$ cat src/rtl/mem_resp_stage_pkg.sv
// rtl/mem_resp_stage_pkg.sv - load-type encoding and in-flight entry record shared by the memory response stage
package mem_resp_stage_pkg;

  localparam int ME_MAX_W = 64;

  localparam logic [2:0] LD_B  = 3'd0;
  localparam logic [2:0] LD_BU = 3'd1;
  localparam logic [2:0] LD_H  = 3'd2;
  localparam logic [2:0] LD_HU = 3'd3;
  localparam logic [2:0] LD_W  = 3'd4;
  localparam logic [2:0] LD_D  = 3'd5;

  // pc/result sized for the widest build; narrower builds use the low DATA_W bits
  typedef struct packed {
    logic [ME_MAX_W-1:0] pc;
    logic [ME_MAX_W-1:0] result;
    logic [2:0]          ld_type;
    logic [4:0]          dest;
    logic                gr_we;
    logic                excp;
    logic                is_load;
    logic                is_mem;
    logic                waiting;
    logic                done;
  } me_entry_t;

endpackage

$ cat src/rtl/mem_ld_extract.sv
// rtl/mem_ld_extract.sv - selects byte/half/word/dword from a memory response and zero/sign-extends it
module mem_ld_extract
  import mem_resp_stage_pkg::*;
#(
  parameter int DATA_W = 32
) (
  input  logic [DATA_W-1:0] rdata,
  input  logic [2:0]        offset,
  input  logic [2:0]        ld_type,
  output logic [DATA_W-1:0] data
);

  logic [2:0]        off;
  logic [DATA_W-1:0] shifted;

  // a 32-bit bus only has four byte lanes, so the top offset bit is ignored there
  assign off     = (DATA_W == 64) ? offset : {1'b0, offset[1:0]};
  assign shifted = rdata >> {off, 3'b000};

  always_comb begin
    data = shifted;
    case (ld_type)
      LD_B:    data = DATA_W'($signed(shifted[7:0]));
      LD_BU:   data = DATA_W'(shifted[7:0]);
      LD_H:    data = DATA_W'($signed(shifted[15:0]));
      LD_HU:   data = DATA_W'(shifted[15:0]);
      LD_W:    data = DATA_W'($signed(shifted[31:0]));
      default: data = shifted;
    endcase
  end

endmodule

$ cat src/rtl/mem_resp_stage.sv
// rtl/mem_resp_stage.sv - in-order ME stage FIFO matching memory responses to issued loads/stores
// Optional head-entry bypass enabled by defining ME_HEAD_FWD_EN.
module mem_resp_stage
  import mem_resp_stage_pkg::*;
#(
  parameter int DATA_W = 32,
  parameter int DEPTH  = 2
) (
  input  logic              clk,
  input  logic              reset,
  input  logic              in_valid,
  output logic              in_ready,
  input  logic [DATA_W-1:0] in_pc,
  input  logic [DATA_W-1:0] in_result,
  input  logic              in_is_load,
  input  logic              in_is_store,
  input  logic [2:0]        in_ld_type,
  input  logic              in_gr_we,
  input  logic [4:0]        in_dest,
  input  logic              in_excp,
  input  logic              data_ok,
  input  logic [DATA_W-1:0] rdata,
  input  logic              flush,
  output logic              out_valid,
  input  logic              out_ready,
  output logic [DATA_W-1:0] out_pc,
  output logic [DATA_W-1:0] out_result,
  output logic              out_gr_we,
  output logic [4:0]        out_dest,
  output logic              out_excp,
  output logic [31:0]       dest_busy,
  output logic              fwd_valid,
  output logic [4:0]        fwd_dest,
  output logic [DATA_W-1:0] fwd_data
);

  localparam int PW = $clog2(DEPTH);
  localparam int CW = PW + 1;

  me_entry_t         ent [DEPTH];
  me_entry_t         new_e;
  logic [DEPTH-1:0]  valid;
  logic [PW-1:0]     head, tail, wait_idx, scan_idx;
  logic [CW-1:0]     count, drop_cnt, n_waiting;
  logic              push, pop, resp_hit, drop_dec, wait_found;
  logic [DATA_W-1:0] ld_data;

  assign in_ready  = (count < CW'(DEPTH)) && !flush;
  assign out_valid = valid[head] && ent[head].done && !flush;
  assign push      = in_valid && in_ready;
  assign pop       = out_valid && out_ready;
  // pending drops absorb responses before any live entry can claim one
  assign drop_dec  = data_ok && (drop_cnt != '0);
  assign resp_hit  = data_ok && (drop_cnt == '0) && wait_found;

  always_comb begin
    wait_found = 1'b0;
    wait_idx   = '0;
    scan_idx   = '0;
    n_waiting  = '0;
    for (int i = 0; i < DEPTH; i++) begin
      scan_idx = head + PW'(i);
      if (!wait_found && valid[scan_idx] && ent[scan_idx].is_mem && ent[scan_idx].waiting) begin
        wait_found = 1'b1;
        wait_idx   = scan_idx;
      end
      n_waiting = n_waiting + CW'(valid[i] && ent[i].waiting);
    end
  end

  always_comb begin
    new_e         = '0;
    new_e.pc      = ME_MAX_W'(in_pc);
    new_e.result  = ME_MAX_W'(in_result);
    new_e.ld_type = in_ld_type;
    new_e.dest    = in_dest;
    new_e.gr_we   = in_gr_we;
    new_e.excp    = in_excp;
    new_e.is_load = in_is_load;
    new_e.is_mem  = in_is_load || in_is_store;
    new_e.waiting = (in_is_load || in_is_store) && !in_excp;
    new_e.done    = !((in_is_load || in_is_store) && !in_excp);
  end

  mem_ld_extract #(.DATA_W(DATA_W)) u_ld_extract (
    .rdata   (rdata),
    .offset  (ent[wait_idx].result[2:0]),
    .ld_type (ent[wait_idx].ld_type),
    .data    (ld_data)
  );

  always_ff @(posedge clk) begin
    if (reset) begin
      valid    <= '0;
      head     <= '0;
      tail     <= '0;
      count    <= '0;
      drop_cnt <= '0;
    end else if (flush) begin
      valid    <= '0;
      head     <= '0;
      tail     <= '0;
      count    <= '0;
      drop_cnt <= drop_cnt - CW'(drop_dec) + n_waiting - CW'(resp_hit);
    end else begin
      if (push) begin
        valid[tail] <= 1'b1;
        tail        <= tail + PW'(1);
      end
      if (pop) begin
        valid[head] <= 1'b0;
        head        <= head + PW'(1);
      end
      count <= count + CW'(push) - CW'(pop);
      if (drop_dec) drop_cnt <= drop_cnt - CW'(1);
    end
  end

  // payload needs no reset: valid bits gate every use
  always_ff @(posedge clk) begin
    if (push) ent[tail] <= new_e;
    if (resp_hit) begin
      ent[wait_idx].waiting <= 1'b0;
      ent[wait_idx].done    <= 1'b1;
      if (ent[wait_idx].is_load) ent[wait_idx].result <= ME_MAX_W'(ld_data);
    end
  end

  assign out_pc     = out_valid ? DATA_W'(ent[head].pc) : '0;
  assign out_result = out_valid ? DATA_W'(ent[head].result) : '0;
  assign out_gr_we  = out_valid ? ent[head].gr_we : 1'b0;
  assign out_dest   = out_valid ? ent[head].dest : 5'd0;
  assign out_excp   = out_valid ? ent[head].excp : 1'b0;

  always_comb begin
    dest_busy = '0;
    for (int i = 0; i < DEPTH; i++) begin
      if (valid[i] && ent[i].gr_we) dest_busy[ent[i].dest] = 1'b1;
    end
    dest_busy[0] = 1'b0;
  end

`ifdef ME_HEAD_FWD_EN
  assign fwd_valid = out_valid && out_gr_we && !out_excp;
  assign fwd_dest  = fwd_valid ? out_dest : 5'd0;
  assign fwd_data  = fwd_valid ? out_result : '0;
`else
  assign fwd_valid = 1'b0;
  assign fwd_dest  = 5'd0;
  assign fwd_data  = '0;
`endif

endmodule
$ cat config.mk
export PLATFORM = sky130hd
export DESIGN_NAME = mem_resp_stage
export DESIGN_NICKNAME = d
export VERILOG_FILES = /design/src/rtl/mem_resp_stage_pkg.sv /design/src/rtl/mem_ld_extract.sv /design/src/rtl/mem_resp_stage.sv
export SDC_FILE = /design/constraint.sdc
export NUM_CORES = 1
export LEC_CHECK = 0
export BUFFER_PORTS_ARGS = -buffer_cell sky130_fd_sc_hd__buf_2
export CAP_MARGIN = 10
export CORE_MARGIN = 2
export CORE_UTILIZATION = 45
export DETAILED_ROUTE_END_ITERATION = 10
export PLACE_DENSITY_LB_ADDON = 0.12
export SLEW_MARGIN = 20
export SYNTH_ARGS = -nofsm -noshare
export SYNTH_HDL_FRONTEND = slang
export SYNTH_SLANG_ARGS = --single-unit
$ cat constraint.sdc
create_clock -name clk -period 5.9 [get_ports clk]
set_clock_uncertainty 0.05 [all_clocks]
set_input_delay 1.77 -clock clk [delete_from_list [all_inputs] [get_ports clk]]
set_output_delay 1.77 -clock clk [all_outputs]
set_load 0.05 [all_outputs]
==> results.cfg <==
[drt]
drt_iter0_drc = 435
viasPerCell = 5.50
drc = 0
vias = 6792
drtPass1Iterations = 5
wl_mm = 23.1
wl_per_cell_um = 18.7
ant_nets = 0

[floorplan]
initial_core_util_pct = 45.8
die_h_um = 145
die-area_um2 = 20900
fp-row-count = 51
die_w_um = 145
pin_count = 257
coreArea_um2 = 19400

[finish]
finish.net_count = 1075
fillers = 1755
syn_to_final_growth_pct = 19.7
diodes = 0
drive_above_1_share_pct = 32.0
stdcell_count = 1234

[critical_path]
start_kind = primary input
critPathRequiredTime_ns = 4.08
critPathSlowestCell = or3_2
end_kind = output port
crit_chain = buf_2 -> or3_2 -> buf_4 -> nor2_1 -> buf_2
slowest_delay_ns = 0.66
path_max_fanout = 43
cp_top_family = simple AND/OR/NAND/NOR gates
crit_buf_inv = 3
worst_ep_arrival_time_ns = 3.39
path_class = in -> out
worst_path_most_repeated_cell = buf_2

[synth]
avgSynthCellArea_um2 = 11.7
syn-cell-area_um2 = 8880
synthTopCellsByCount = edfxtp_1 (152), mux2i_1 (90), nor2_1 (90), nand3_1 (71), buf_4 (41)
synthFlopType = edfxtp_1
ys_ff_latch = 165
synth_top_area_share_pct = 51.4
yosys.area.top_type = edfxtp_1
async_flop_share_pct = 0
yosysWarningCount = 0
ys_top_cells_by_area = edfxtp_1 (51%), mux2i_1 (10%), nand3_1 (4.0%)
synth-edff-count = 152
yosysUniqueCellTypes = 62
synth-seq-area-share_pct = 54.3
synth_cells = 758
post-synth-top-count-cell = edfxtp_1

[timing]
fmax_mhz = 192
rsz0062_at_grt = false
slew_viol_final = 0
fin_tns_setup_ns = 0
tightest_slew_ns = 0.892
finalHoldViolations = 0
slew_headroom_pct = 40.4
min_period_ns = 5.21
period_share_pct = 88.2
setup_violations = 0

[power_and_ir_drop]
ir_worst_vdd_v = 0.000206
power_density_nw_per_um2 = 257
leakage_uw = 0.00431

[global_route]
grt_pass1_wl_mm = 34.5
antenna_found_initial = 0
grt_use_total_pct = 21.9
grt_max_degree = 46
grt_pass1_vias = 6306
overflow = 0

[run]
maxCapViolCount = 0

[status]
outcome = complete, no violations

[clocking]
numCtsBuffers = 17
clock_latency_ns = 0.43
clock_path_buffers = 2
cts_htree_levels = 4
holdBufCountCts = 0
post_cts_resize_count = 0
clk_pin_slew_worst_paths_ns = 0.07
cts_setup_buffers = 0
cts_tree = done
cts-root-buf = clkbuf_16
cts.sinks = 165

[placed_design]
placed_cells = 1202
gp_congestion = 0.920
hpwl_mm = 16.5
port_buffers = 217

[worst_hold_path]
min_path_type = reg -> reg
==> layer usage <==
metal,global-route usage (%),routed length (um),vias up
met5,0,0,-
met3,3.84,1490,36
met1,29.2,9780,3211
met2,36.0,11200,324
met4,8.28,596,0
li1,-,-,3221
==> worst reg2reg max path, delay by kind of cell (launching register included) <==
family                 cells  cell delay (ns)
buffers and inverters      2             0.61
muxes                      1             0.58
DFF                        1             0.69
AOI/OAI and AO/OA          3             1.10
and+or+nand+nor            3             0.63
==> layout make-up <==
| type | instances | area [um2] | area share [%] |
|---|---|---|---|
| multi-input cells | 532 | 3650 | 34.3 |
| clock inverters | 15 | 183 | 1.72 |
| repair buffers | 229 | 1180 | 11.1 |
| clock buffers | 17 | 425 | 4.00 |
| inverters | 11 | 41.3 | 0.388 |
| flip-flops and latches | 165 | 4830 | 45.4 |
| well taps | 265 | 332 | 3.12 |
==> registers in the layout, summed over array words and instances (netlist names), named ones only <==
signal,cells
count,2
drop_cnt,2
ent,156
head,1
tail,1
valid,2
==> cell families after synthesis <==
logic type / synth area share (%)
other cells: 0.0422
buf+inv: 6.41
fa+ha+maj: 0.873
xor+xnor: 0.493
mux: 12.9
flops: 54.3
simple gates: 13.4
compound gates: 11.6
==> worst paths after layout <==
kind         startpoint          to  slack [ns]  cells after the start
min                tail        tail        0.43                      2
max reg2reg    register  ent[0][43]        1.93                      9
min reg2reg        tail        tail        0.43                      2
max               flush   out_gr_we        0.69                      5
==> metrics by stage <==
step                      hold WS [ns]  total power, uW  util, %  setup slack [ns]  instance area, um2
after CTS                        0.435             2750     54.8             0.675               10600
after floorplan                  0.402             1570        -             0.706                9030
after detailed placement         0.426             1650     51.7             0.682               10000
after global routing             0.474             2830     54.8             0.565               10600
final                            0.429             2730     54.8             0.695               10600
after global placement           0.417             1650     51.7             0.739               10000
==> cells in the final DEF (no fill, tap or decap), types with 3 or more instances in the layout <==
| master | n |
|---|---|
| nand2_1 | 23 |
| dfxtp_1 | 12 |
| o21ai_0 | 6 |
| nand3_1 | 71 |
| buf_2 | 217 |
| nor3_1 | 7 |
| a22oi_1 | 23 |
| o22ai_1 | 32 |
| mux2_1 | 3 |
| a21oi_1 | 8 |
| inv_1 | 9 |
| nor2_1 | 90 |
| xnor2_1 | 3 |
| ha_1 | 3 |
| conb_1 | 39 |
| o211ai_1 | 19 |
| edfxtp_1 | 152 |
| buf_4 | 12 |
| clkinv_8 | 6 |
| nand3b_1 | 6 |
| inv_8 | 4 |
| a2bb2oi_1 | 16 |
| clkinvlp_4 | 3 |
| and2_1 | 3 |
| clkbuf_16 | 17 |
| mux2_2 | 15 |
| o211ai_2 | 3 |
| or3b_2 | 4 |
| o31ai_4 | 3 |
| or3_1 | 8 |
| o21ai_1 | 15 |
| mux2i_1 | 90 |
==> report_power, final <==
part	leakage, uW	switching, uW	internal (uW)
clock network	0.000284	530	572
registers	0.00160	17.0	1310
logic	0.00243	207	91.2
No activity file was read; power rests on OpenSTA's default activity.
